==> config.mk <==
export PLATFORM = sky130hd
export DESIGN_NAME = dot_accumulator_flat
export DESIGN_NICKNAME = d
export VERILOG_FILES = /design/src/rtl/dot_acc_pkg.sv /design/src/rtl/dot_accumulator_if.sv /design/src/rtl/valid_delay_line.sv /design/src/rtl/dot_accumulator.sv /design/src/flat_wrapper.sv
export SDC_FILE = /design/constraint.sdc
export NUM_CORES = 1
export LEC_CHECK = 0
export CAP_MARGIN = 20
export CORE_MARGIN = 10
export CORE_UTILIZATION = 46
export DETAILED_ROUTE_END_ITERATION = 6
export GPL_ROUTABILITY_DRIVEN = 0
export GPL_TIMING_DRIVEN = 0
export PLACE_DENSITY = 0.72
export SYNTH_ARGS = -nofsm -noshare
export SYNTH_HDL_FRONTEND = slang
export SYNTH_HIERARCHICAL = 1
export SYNTH_SLANG_ARGS = --single-unit
export TNS_END_PERCENT = 10
==> constraint.sdc <==
create_clock -name clk -period 7.4 [get_ports clk]
set_input_delay 1.11 -clock clk [delete_from_list [all_inputs] [get_ports clk]]
set_output_delay 1.11 -clock clk [all_outputs]
set_load 0.005 [all_outputs]
==> src/rtl/dot_acc_pkg.sv <==
// Shared types and defaults for the dot-product accumulator that follows
// the two-lane multiply-add pipeline.
package dot_acc_pkg;

    localparam int DATA_W    = 32;
    localparam int DEF_LAT   = 3;
    localparam int DEF_ACC_W = 40;
    localparam int DEF_LEN_W = 16;

    typedef enum logic [1:0] {
        IDLE  = 2'd0,
        ACCUM = 2'd1,
        DONE  = 2'd2
    } state_t;

endpackage

==> src/rtl/dot_accumulator_if.sv <==
// Job control, pipeline sample and result handshake of the dot accumulator.
// The producer/consumer side uses master; the accumulator uses slave.
interface dot_accumulator_if
    import dot_acc_pkg::*;
#(
    parameter int ACC_W = DEF_ACC_W,
    parameter int LEN_W = DEF_LEN_W
) ();

    logic              start;
    logic [LEN_W-1:0]  len;
    logic              op_valid;
    logic [DATA_W-1:0] in_data;
    logic              out_ready;
    logic              busy;
    logic              out_valid;
    logic [ACC_W-1:0]  out_sum;
    logic              overflow;

    modport master (
        output start, len, op_valid, in_data, out_ready,
        input  busy, out_valid, out_sum, overflow
    );

    modport slave (
        input  start, len, op_valid, in_data, out_ready,
        output busy, out_valid, out_sum, overflow
    );

endinterface

==> src/rtl/valid_delay_line.sv <==
// LAT-stage valid shift register with asynchronous active-low clear; q is
// the input delayed by exactly LAT clock cycles.
module valid_delay_line #(
    parameter int LAT = 3
) (
    input  logic clk,
    input  logic rst_n,
    input  logic d,
    output logic q
);

    logic [LAT-1:0] stage;

    // A one-stage line has no lower slice to shift, so it gets its own branch.
    if (LAT == 1) begin : g_single
        always_ff @(posedge clk or negedge rst_n) begin
            if (!rst_n) begin
                stage <= '0;
            end else begin
                stage <= d;
            end
        end
    end else begin : g_shift
        always_ff @(posedge clk or negedge rst_n) begin
            if (!rst_n) begin
                stage <= '0;
            end else begin
                stage <= {stage[LAT-2:0], d};
            end
        end
    end

    assign q = stage[LAT-1];

endmodule

==> src/rtl/dot_accumulator.sv <==
// Sums a programmed number of pipeline C samples into one dot product and
// hands it out on a valid/ready port with a sticky overflow flag.
module dot_accumulator
    import dot_acc_pkg::*;
#(
    parameter int LAT   = DEF_LAT,
    parameter int ACC_W = DEF_ACC_W,
    parameter int LEN_W = DEF_LEN_W
) (
    input  logic             clk,
    input  logic             rst_n,
    dot_accumulator_if.slave bus
);

    localparam int SUM_W = ACC_W + 1;

    state_t           state;
    state_t           state_next;
    logic             aligned_valid;
    logic             start_accept;
    logic             sample_take;
    logic [LEN_W-1:0] len_reg;
    logic [LEN_W-1:0] count;
    logic [LEN_W-1:0] last_idx;
    logic [ACC_W-1:0] acc;
    logic             overflow_reg;
    logic [SUM_W-1:0] sum_ext;

    valid_delay_line #(.LAT(LAT)) u_valid_delay (
        .clk   (clk),
        .rst_n (rst_n),
        .d     (bus.op_valid),
        .q     (aligned_valid)
    );

    assign start_accept = (state == IDLE) && bus.start;
    assign sample_take  = (state == ACCUM) && aligned_valid;
    assign last_idx     = len_reg - LEN_W'(1);
    // One extra bit catches the carry out of the accumulator.
    assign sum_ext      = {1'b0, acc} + SUM_W'(bus.in_data);

    always_ff @(posedge clk or negedge rst_n) begin
        if (!rst_n) begin
            state <= IDLE;
        end else begin
            state <= state_next;
        end
    end

    always_comb begin
        state_next = state;
        case (state)
            IDLE: begin
                if (bus.start) begin
                    state_next = (bus.len == '0) ? DONE : ACCUM;
                end
            end
            ACCUM: begin
                if (aligned_valid && (count == last_idx)) begin
                    state_next = DONE;
                end
            end
            DONE: begin
                if (bus.out_ready) begin
                    state_next = IDLE;
                end
            end
            default: state_next = IDLE;
        endcase
    end

    // Result and overflow survive the return to IDLE until the next accepted start.
    always_ff @(posedge clk or negedge rst_n) begin
        if (!rst_n) begin
            len_reg      <= '0;
            count        <= '0;
            acc          <= '0;
            overflow_reg <= 1'b0;
        end else if (start_accept) begin
            len_reg      <= bus.len;
            count        <= '0;
            acc          <= '0;
            overflow_reg <= 1'b0;
        end else if (sample_take) begin
            acc   <= sum_ext[ACC_W-1:0];
            count <= count + LEN_W'(1);
            if (sum_ext[ACC_W]) begin
                overflow_reg <= 1'b1;
            end
        end
    end

    assign bus.busy      = (state != IDLE);
    assign bus.out_valid = (state == DONE);
    assign bus.out_sum   = acc;
    assign bus.overflow  = overflow_reg;

endmodule

==> src/flat_wrapper.sv <==
// flat-port wrapper written by rule: the top's interface ports become plain ports
module dot_accumulator_flat import dot_acc_pkg::*;
#(
    parameter int LAT   = DEF_LAT,
    parameter int ACC_W = DEF_ACC_W,
    parameter int LEN_W = DEF_LEN_W
)
  (clk, rst_n, bus_start, bus_len, bus_op_valid, bus_in_data, bus_out_ready, bus_busy, bus_out_valid, bus_out_sum, bus_overflow);
  dot_accumulator_if #(.ACC_W(ACC_W), .LEN_W(LEN_W)) bus_i ();
  input  logic clk;
  input  logic rst_n;
  input wire logic [$bits(bus_i.start)-1:0] bus_start;
  input wire logic [$bits(bus_i.len)-1:0] bus_len;
  input wire logic [$bits(bus_i.op_valid)-1:0] bus_op_valid;
  input wire logic [$bits(bus_i.in_data)-1:0] bus_in_data;
  input wire logic [$bits(bus_i.out_ready)-1:0] bus_out_ready;
  output wire logic [$bits(bus_i.busy)-1:0] bus_busy;
  output wire logic [$bits(bus_i.out_valid)-1:0] bus_out_valid;
  output wire logic [$bits(bus_i.out_sum)-1:0] bus_out_sum;
  output wire logic [$bits(bus_i.overflow)-1:0] bus_overflow;
  assign bus_i.start = bus_start;
  assign bus_i.len = bus_len;
  assign bus_i.op_valid = bus_op_valid;
  assign bus_i.in_data = bus_in_data;
  assign bus_i.out_ready = bus_out_ready;
  assign bus_busy = bus_i.busy;
  assign bus_out_valid = bus_i.out_valid;
  assign bus_out_sum = bus_i.out_sum;
  assign bus_overflow = bus_i.overflow;
  dot_accumulator #(.LAT(LAT), .ACC_W(ACC_W), .LEN_W(LEN_W)) u_core (.clk(clk), .rst_n(rst_n), .bus(bus_i));
endmodule
==> out/metrics.cfg <==
[outcome]
status = complete, no violations

[power]
peakVddDrop_mv = 0.246
finalPower_mw = 2.89
p_per_area_nw_per_um2 = 418
power_leakage_nw = 3.02

[worst_hold_path]
hold_path_startpoint = u_core/u_valid_delay/stage[0]
worstHoldPathType = flip-flop to flip-flop

[detailed_routing]
drt_iter0_drc = 375
vias_per_cell = 5.80
num_vias = 5274
avgRoutedWirePerCell_microns = 17.2
drt_first_pass_iters = 5
drc_errors = 0
postRouteAntennaNets = 0
drt_wl_total_microns = 15700

[synth]
yosysWarnings = 6
synth_cells = 654
synthFlopType = dfrtp_1
avgSynthCellArea_sq_um = 8.29
synth-edff-count = 0
yosysSeqAreaShare_pct = 36.0
synth_top_area_share_pct = 36.0
ys_ff_latch = 78
syn_area_sq_um = 5420
synth_area_leaders = dfrtp_1 36%, nand2_1 8.8%, ha_1 7.8%
synth_top_area_cell = dfrtp_1
synthArstFlopShare_pct = 100
ys_types = 56
synth_nets = 742

[place]
portBuffers = 95
pre_cts_ws_ns = 3.19
dp_hpwl_microns = 12100

[layout]
largest_reg_flops = 40
antenna_cells = 0
drive_above_1_share_pct = 4.05
layout.nets = 849
mostFrequentLayoutCells = 127 x nand2_1, 94 x clkdlybuf4s50_1, 78 x dfrtp_1, 50 x a21oi_1, 47 x o21ai_0
area_delta_synth_final_pct = 27.6
final_common_cell = nand2_1
utilization_pct = 60.3

[grt]
grt.overflow.total = 0
antenna_found_initial = 0
grt_usage_pct = 18.9
grt_pass1_wl_microns = 25700
grt_max_degree = 43
grt_pass1_vias = 5226

[sta]
fin_crit_sh_pct = 53.1
skew_ns = 0.00557
drv_slew = 0
fmax_mhz = 255
rsz0062_at_grt = false
fin_ws_ns = 3.47
fin_crit_ns = 3.93
fin_tns_setup_ns = 0
worst_pin_slew_ns = 0.934
setup_viol = 0
final-hold-violation-count = 0
slew_headroom_pct = 37.6

[floorplanning]
start_util_pct = 47.3
dieWidth_microns = 129
num_io_pins = 96
rows = 39
die_y_microns = 129
coreArea_sq_um = 11500
die-area_sq_um = 16500

[cts]
clk_latency_ns = 0.34
clock_path_buffers = 2
clockRootBuffer = clkbuf_16
postCtsHoldBufs = 0
cts.sinks = 78
clk_pin_slew_worst_paths_ns = 0.06
post_cts_buffers = 0
htreeDepth = 3
tritoncts = yes
cts_resized = 0
numCtsBuffers = 9

[critical_path]
worstPathMaxFanout = 6
reg2reg_from = u_core/bus.out_sum[4]
cp.arrival_ns = 4.19
required_ns = 7.66
r2r_setup_slack_ns = 4.27
start_kind = input port
cp-end-kind = flip-flop
crit_type = input port to flip-flop
startpoint = bus_in_data[4]

[flow_run]
max-cap-violations = 0

-- synth_stat cells (3+ instances only) --
| cell type | count |
|---|---|
| nand3_1 | 24 |
| or4_1 | 4 |
| a31oi_1 | 13 |
| a211oi_1 | 7 |
| dfrtp_1 | 78 |
| nor4_1 | 7 |
| nor3b_1 | 4 |
| o211ai_1 | 7 |
| mux2i_1 | 5 |
| o21bai_1 | 4 |
| a21o_1 | 13 |
| xnor2_1 | 29 |
| clkbuf_1 | 18 |
| nand2_1 | 127 |
| nor3_1 | 6 |
| and3_1 | 14 |
| ha_1 | 34 |
| nor2b_1 | 7 |
| or3b_2 | 3 |
| nand4_1 | 7 |
| inv_1 | 14 |
| a21oi_1 | 50 |
| or2_2 | 6 |
| nor2_1 | 46 |
| or3_1 | 6 |
| xor2_1 | 26 |
| o21ai_0 | 47 |
| buf_1 | 4 |
| o31ai_1 | 10 |
-- report_power, final --
part | internal (mW) | switching, mW | total (mW)
sequential | 0.583 | 0.172 | 0.755
combinational | 0.720 | 0.894 | 1.61
clock | 0.348 | 0.171 | 0.520
total | 1.65 | 1.24 | 2.89
-- cells by family (layout without fill, tap and decap cells) --
logic type,count (synthesis),after routing,share of synthesized area (%)
simple gates,271,271,23.6
flops,78,78,36.0
compound gates,172,172,19.5
fa+ha+maj,35,35,8.22
xor+xnor,55,55,8.89
buf+inv,37,149,2.59
mux,6,6,1.13
-- routing by layer --
metal	part of all wire [%]	track usage (%)	vias up
met5	0	0	-
met4	1.6	5.24	0
met3	5.4	5.22	25
met2	50	31.8	146
met1	43	23.2	2552
li1	-	-	2551
-- area by class of cell --
| class | count | area [sq um] |
|---|---|---|
| buffer | 23 | 87.6 |
| inverter | 14 | 52.6 |
| clock inverter | 3 | 90.1 |
| clock buffer | 13 | 260 |
| multi-input combinational | 539 | 3330 |
| timing repair buffer | 96 | 968 |
| fill | 994 | 4550 |
| sequential | 78 | 1950 |
| tap | 143 | 179 |
-- worst paths after layout --
check,end,depth (start not counted)
max reg2reg,u_core/bus.out_sum[33],8
max,u_core/bus.out_sum[33],9
min in group asynchronous,u_core/bus.out_sum[6],1
max in group asynchronous,u_core/len_reg[14],2
min,u_core/u_valid_delay/stage[1],0
min reg2reg,u_core/u_valid_delay/stage[1],0
-- worst max-delay path, cell delays in order --
cell and delay [ns]:
clkdlybuf4s50_1 0.41, ha_1 0.37, a21oi_1 0.29, a31oi_1 0.19, a2111o_1 0.55, a211oi_1 0.55, o31ai_1 0.34, nand3_1 0.18
mux2i_1 0.20
-- through the flow --
step,std cells,hold WS (ns),instance area (sq um)
detailed placement,893,0.353,6570
global route,909,0.365,6920
CTS,909,0.366,6920
finish,909,0.360,6920
global placement,892,0.332,6550
floorplan,654,0.331,5420
No activity file was read; power rests on OpenSTA's default activity.
